File: src/rtl/key_cond_pkg.sv
// Shared types, default timing and sizing helpers for the key conditioner.
package key_cond_pkg;

  typedef enum logic [1:0] {
    IDLE    = 2'd0,
    PRESSED = 2'd1,
    REPEAT  = 2'd2
  } key_state_t;

  // Defaults assume CLOCK_50 (20 ns period).
  localparam int         DEF_DEBOUNCE_CYCLES = 1_000_000; // 20 ms
  localparam int         DEF_REPEAT_DELAY    = 25_000_000; // 0.5 s
  localparam int         DEF_REPEAT_PERIOD   = 5_000_000;  // 0.1 s
  localparam logic [3:0] DEF_REPEAT_MASK     = 4'b0010;

  // Bits needed to hold 0..n-1; never less than one bit.
  function automatic int cnt_w(input int n);
    return (n <= 1) ? 1 : $clog2(n);
  endfunction

  function automatic int max_i(input int a, input int b);
    return (a > b) ? a : b;
  endfunction

endpackage

File: src/rtl/key_debounce_one.sv
// One push-button: synchroniser, debouncer and press/repeat/release FSM.
module key_debounce_one
  import key_cond_pkg::*;
#(
  parameter int DEBOUNCE_CYCLES = DEF_DEBOUNCE_CYCLES,
  parameter int REPEAT_DELAY    = DEF_REPEAT_DELAY,
  parameter int REPEAT_PERIOD   = DEF_REPEAT_PERIOD,
  parameter bit REPEAT_EN       = 1'b0
) (
  input  logic clk,
  input  logic rst_n,
  input  logic key_n,
  output logic held,
  output logic step,
  output logic released
);

  localparam int DW = cnt_w(DEBOUNCE_CYCLES);
  localparam int HW = cnt_w(max_i(REPEAT_DELAY, REPEAT_PERIOD));
  localparam logic [DW-1:0] DB_LAST  = DW'(DEBOUNCE_CYCLES - 1);
  localparam logic [HW-1:0] RD_LAST  = HW'(REPEAT_DELAY - 1);
  localparam logic [HW-1:0] RP_LAST  = HW'(REPEAT_PERIOD - 1);

  logic          sync1, sync2;
  logic          raw;
  logic [DW-1:0] db_cnt;
  logic          accept, rise, fall;
  key_state_t    state, state_nx;
  logic [HW-1:0] hold_cnt, hold_nx;
  logic          step_nx, rel_nx;

  // Two-flop synchroniser on the raw pin; idles at 1 (not pressed) so a key
  // held through reset is seen as a fresh press.
  always_ff @(posedge clk or negedge rst_n) begin
    if (!rst_n) begin
      sync1 <= 1'b1;
      sync2 <= 1'b1;
    end else begin
      sync1 <= key_n;
      sync2 <= sync1;
    end
  end

  assign raw = ~sync2;

  // A change in raw must persist DEBOUNCE_CYCLES cycles; any agreement restarts it.
  always_ff @(posedge clk or negedge rst_n) begin
    if (!rst_n) begin
      db_cnt <= '0;
      held   <= 1'b0;
    end else if (raw == held) begin
      db_cnt <= '0;
    end else if (db_cnt == DB_LAST) begin
      held   <= raw;
      db_cnt <= '0;
    end else begin
      db_cnt <= db_cnt + 1'b1;
    end
  end

  // Acceptance is known one cycle early so pulses land on the same edge as held.
  assign accept = (raw != held) && (db_cnt == DB_LAST);
  assign rise   = accept & raw;
  assign fall   = accept & ~raw;

  // FSM registers and registered pulses.
  always_ff @(posedge clk or negedge rst_n) begin
    if (!rst_n) begin
      state    <= IDLE;
      hold_cnt <= '0;
      step     <= 1'b0;
      released <= 1'b0;
    end else begin
      state    <= state_nx;
      hold_cnt <= hold_nx;
      step     <= step_nx;
      released <= rel_nx;
    end
  end

  // Next state: release wins over everything; masked keys saturate in PRESSED.
  always_comb begin
    state_nx = state;
    hold_nx  = hold_cnt;
    step_nx  = 1'b0;
    rel_nx   = 1'b0;
    if (fall) begin
      state_nx = IDLE;
      hold_nx  = '0;
      rel_nx   = 1'b1;
    end else begin
      case (state)
        IDLE: begin
          if (rise) begin
            state_nx = PRESSED;
            step_nx  = 1'b1;
            hold_nx  = '0;
          end
        end
        PRESSED: begin
          if (hold_cnt == RD_LAST) begin
            if (REPEAT_EN) begin
              state_nx = REPEAT;
              step_nx  = 1'b1;
              hold_nx  = '0;
            end
          end else begin
            hold_nx = hold_cnt + 1'b1;
          end
        end
        REPEAT: begin
          if (hold_cnt == RP_LAST) begin
            step_nx = 1'b1;
            hold_nx = '0;
          end else begin
            hold_nx = hold_cnt + 1'b1;
          end
        end
        default: begin
          state_nx = IDLE;
          hold_nx  = '0;
        end
      endcase
    end
  end

endmodule

File: src/rtl/key_conditioner.sv
// Conditions N_KEYS raw active-low buttons into held/step/released signals.
module key_conditioner
  import key_cond_pkg::*;
#(
  parameter int                N_KEYS          = 4,
  parameter int                DEBOUNCE_CYCLES = DEF_DEBOUNCE_CYCLES,
  parameter int                REPEAT_DELAY    = DEF_REPEAT_DELAY,
  parameter int                REPEAT_PERIOD   = DEF_REPEAT_PERIOD,
  parameter logic [N_KEYS-1:0] REPEAT_MASK     = N_KEYS'(DEF_REPEAT_MASK)
) (
  input  logic              CLOCK_50,
  input  logic              reset_n,
  input  logic [N_KEYS-1:0] key_n,
  output logic [N_KEYS-1:0] held,
  output logic [N_KEYS-1:0] step,
  output logic [N_KEYS-1:0] released,
  output logic              any_step
);

  for (genvar i = 0; i < N_KEYS; i++) begin : g_key
    key_debounce_one #(
      .DEBOUNCE_CYCLES(DEBOUNCE_CYCLES),
      .REPEAT_DELAY   (REPEAT_DELAY),
      .REPEAT_PERIOD  (REPEAT_PERIOD),
      .REPEAT_EN      (REPEAT_MASK[i])
    ) u_key (
      .clk     (CLOCK_50),
      .rst_n   (reset_n),
      .key_n   (key_n[i]),
      .held    (held[i]),
      .step    (step[i]),
      .released(released[i])
    );
  end

  // OR of registered step bits, so it stays glitch-free and in the same cycle.
  assign any_step = |step;

endmodule

File: config.mk
export PLATFORM = sky130hd
export DESIGN_NAME = key_conditioner
export DESIGN_NICKNAME = d
export VERILOG_FILES = /design/src/rtl/key_cond_pkg.sv /design/src/rtl/key_debounce_one.sv /design/src/rtl/key_conditioner.sv
export SDC_FILE = /design/constraint.sdc
export NUM_CORES = 1
export LEC_CHECK = 0
export BUFFER_PORTS_ARGS = -buffer_cell sky130_fd_sc_hd__buf_2
export CORE_MARGIN = 3
export CORE_UTILIZATION = 45
export CTS_CLUSTER_DIAMETER = 200
export DETAILED_ROUTE_END_ITERATION = 8
export HOLD_SLACK_MARGIN = 0.12
export PLACE_DENSITY_LB_ADDON = 0.12
export SYNTH_ARGS = -nofsm -noshare
export SYNTH_HDL_FRONTEND = slang
export SYNTH_SLANG_ARGS = --single-unit
File: constraint.sdc
create_clock -name CLOCK_50 -period 2.8 [get_ports CLOCK_50]
set_clock_uncertainty 0.2 [all_clocks]
set_input_delay 0.14 -clock CLOCK_50 [delete_from_list [all_inputs] [get_ports CLOCK_50]]
set_output_delay 0.14 -clock CLOCK_50 [all_outputs]
set_load 0.05 [all_outputs]
==> out/metrics.cfg <==
[finish]
n_antenna_cell=0
final_util_pct=52.8
nets=710
area_growth_pct=13.8
ff_latch_area_um2=3260
drive_above_1_share_pct=12.9
multiInputGateArea_um2=2960
fillers=1271

[sta]
timing.fmax_mhz=379
finalWorstSetupSlack_ps=161
final.min_clock_period_ps=2640
rsz0062_at_grt=false
fin_setup_tns_ps=0
period_share_pct=94.2
tightest_slew_ps=862
maxSlewHeadroom_pct=42.4
setup_viol=0
slew_violations=0
finalHoldViolations=0

[setup_path]
crit_type=flop to flop
regToRegEndpoint=g_key[1].u_key.hold_cnt[16]
r2r-start=g_key[1].u_key.hold_cnt[0]
startpoint_type=flop
crit_required_ps=2890
endpoint_kind=flop
crit_arrival_ps=2730
ff2ff_path_depth=8
cp_max_fo=11
rrSetupSlack_ps=160

[placement]
dpl.hpwl_mm=8.76
pre_cts_slack_ps=188
gp_congestion=0.801
io_buffers=18

[hold_path]
hp-class=primary input to async pin

[power_and_ir_drop]
powerDensity_nw_per_um2=566
leakagePower_nw=3.18
ir_drop_uv=475

[yosys]
ys_seq_area_share_pct=50.3
synth_cell_type_count=54
yosys.area.top_type=dfrtp_1
ys_async_sr_fraction_pct=100
yosys_register_bits=130
synth_top_area_share_pct=47.0
syn-num-nets=677
synth_area_leaders=dfrtp_1 47%, xor2_1 5.7%, nor2_1 5.4%, nand3_1 4.2%, nand2_1 3.9%
ys_warn_count=0
syn_avg_cell_area_um2=9.82
synth_cells=661
mappedNetlistArea_um2=6490
dominantRegCellSynth=dfrtp_1
synth_edf_count=0

[clock_network]
cts_root_buffer=clkbuf_16
cts_made_buffers=17
cts_tree=built
cts_sinks=130
cts_resized=0
cts_setup_buffers=0
htree_levels=4
worstSkewPairLatency_ps=420
clockBufferDepth=2
clk_pin_slew_ps=50
holdBufCountCts=5

[run_status]
status=finished clean

[routing]
num_vias=4848
route.detailed.drc=0
wire_per_inst_um=14.9
first_iter_violations=346
detail_route.vias_per_cell=5.47
wirelength_mm=13.2
detail_route.first_pass.iterations=4
ant_nets=0

[floorplan]
io_pins=19
die_w_um=126
die-area_um2=15900
start_util_pct=46.4
num_rows=43
fp.coreArea_um2=14000
die_y_um=126

[global_routing]
grt_pass1_wl_mm=23.3
antenna_found_initial=0
grt_pass1_vias=4908
grt.overflow.total=0
grt.total_usage_pct=18.0
grt_start_max_net_pins=61

[run]
maxCapViolations=0

-- where the power goes --
| part | leakage [nW] | internal (mW) | switching [mW] | total, mW |
|---|---|---|---|---|
| Clock | 0.282 | 1.38 | 0.782 | 2.16 |
| Sequential | 1.78 | 1.91 | 0.0196 | 1.92 |
| Combinational | 1.12 | 0.0311 | 0.0695 | 0.101 |
-- cells by family (layout without fill, tap and decap cells) --
family                   count (synthesis)  in the layout  synth area share [%]
buffers and inverters                   49             95                  4.22
flip-flops                             130            130                  50.3
multiplexers                             2              2                 0.308
adder cells (fa/ha/maj)                 10             10                  1.93
AO/OA/AOI/OAI                           66             66                  7.78
XOR/XNOR                                71             71                  9.58
AND/OR/NAND/NOR                        333            333                  25.9
-- area by class of cell --
| class | instances | area share, % |
|---|---|---|
| inverter | 22 | 1.12 |
| clock buffer | 26 | 6.62 |
| clock inverter | 6 | 1.08 |
| timing repair buffer | 41 | 3.93 |
| tap | 180 | 3.05 |
| sequential | 130 | 44.2 |
| multi-input combinational | 482 | 40.0 |
-- flip-flops by register name, summed over array words and instances, names as in the netlist --
register              cells
g_key.u_key.state         5
g_key.u_key.sync2         4
g_key.u_key.db_cnt       80
g_key.u_key.step          4
g_key.u_key.released      4
g_key.u_key.sync1         4
g_key.u_key.hold_cnt     25
g_key.u_key.held          4
-- worst max-delay path: stages (launching register included) --
cell and delay, ps:
dfrtp_1 400, ha_1 220, nand3_2 90, or3_4 400, o41a_1 400, o211a_1 290
buf_4 210, a31oi_1 200, o31ai_1 100
-- cell usage after synthesis, types with 10 or more instances --
cell     number
dfrtp_1     122
nor2_1       94
nand2_1      68
nand3_1      55
xor2_1       42
xnor2_1      29
inv_1        22
and3_1       21
nand4_1      18
o21ai_0      14
a21oi_1      13
buf_4        12
nor4_1       12
and2_1       10
ha_1         10
-- layout by cell type (no fill, tap or decap), types with 4 or more instances in the layout --
cell type	Yosys	routed
dfrtp_1	122	122
nor2_1	94	94
nand2_1	68	68
nand3_1	55	55
xor2_1	42	42
xnor2_1	29	29
inv_1	22	22
and3_1	21	21
nand4_1	18	18
buf_4	12	18
clkbuf_16	0	17
buf_2	6	17
o21ai_0	14	14
a21oi_1	13	13
nor4_1	12	12
and2_1	10	10
ha_1	10	10
or3_1	9	9
nor3_1	9	9
and4_1	8	8
dfstp_2	8	8
nor4b_1	7	7
or2_2	7	7
o31ai_1	7	7
clkbuf_1	4	6
o311ai_2	5	5
dlygate4sd3_1	0	5
a31oi_1	4	4
o22ai_1	4	4
clkinv_2	0	4
-- through the flow --
stage	power, mW	hold slack, ps	cell area [um^2]	cells
global route	4.35	161	7390	887
floorplan	1.99	-356	6490	661
finish	4.18	148	7390	887
CTS	4.23	136	7390	887
global placement	2.05	46.0	6770	850
detailed placement	2.06	46.9	6770	850
-- worst max path at each step --
| stage | slack (ps) | end | depth (start not counted) | startpoint |
|---|---|---|---|---|
| after global routing | 8 | g_key[1].u_key.hold_cnt[18] | 7 | g_key[1].u_key.db_cnt[7] |
| after floorplan | 250 | g_key[1].u_key.hold_cnt[15] | 9 | g_key[1].u_key.hold_cnt[0] |
| final | 160 | g_key[1].u_key.hold_cnt[16] | 8 | g_key[1].u_key.hold_cnt[0] |
| after CTS | 160 | g_key[1].u_key.hold_cnt[18] | 8 | g_key[1].u_key.hold_cnt[0] |
| after detailed placement | 190 | g_key[1].u_key.hold_cnt[24] | 7 | g_key[1].u_key.hold_cnt[0] |
| after global placement | 250 | g_key[1].u_key.hold_cnt[24] | 7 | g_key[1].u_key.hold_cnt[0] |
-- routing by layer --
layer | global-route usage [%] | part of all wire [%] | vias up
met1 | 23.7 | 47 | 2375
met3 | 5.17 | 3.8 | 22
met5 | 0 | 0 | -
met4 | 7.32 | 1.7 | 0
met2 | 28.1 | 47 | 86
li1 | - | - | 2365
No activity file was read; power rests on OpenSTA's default activity.
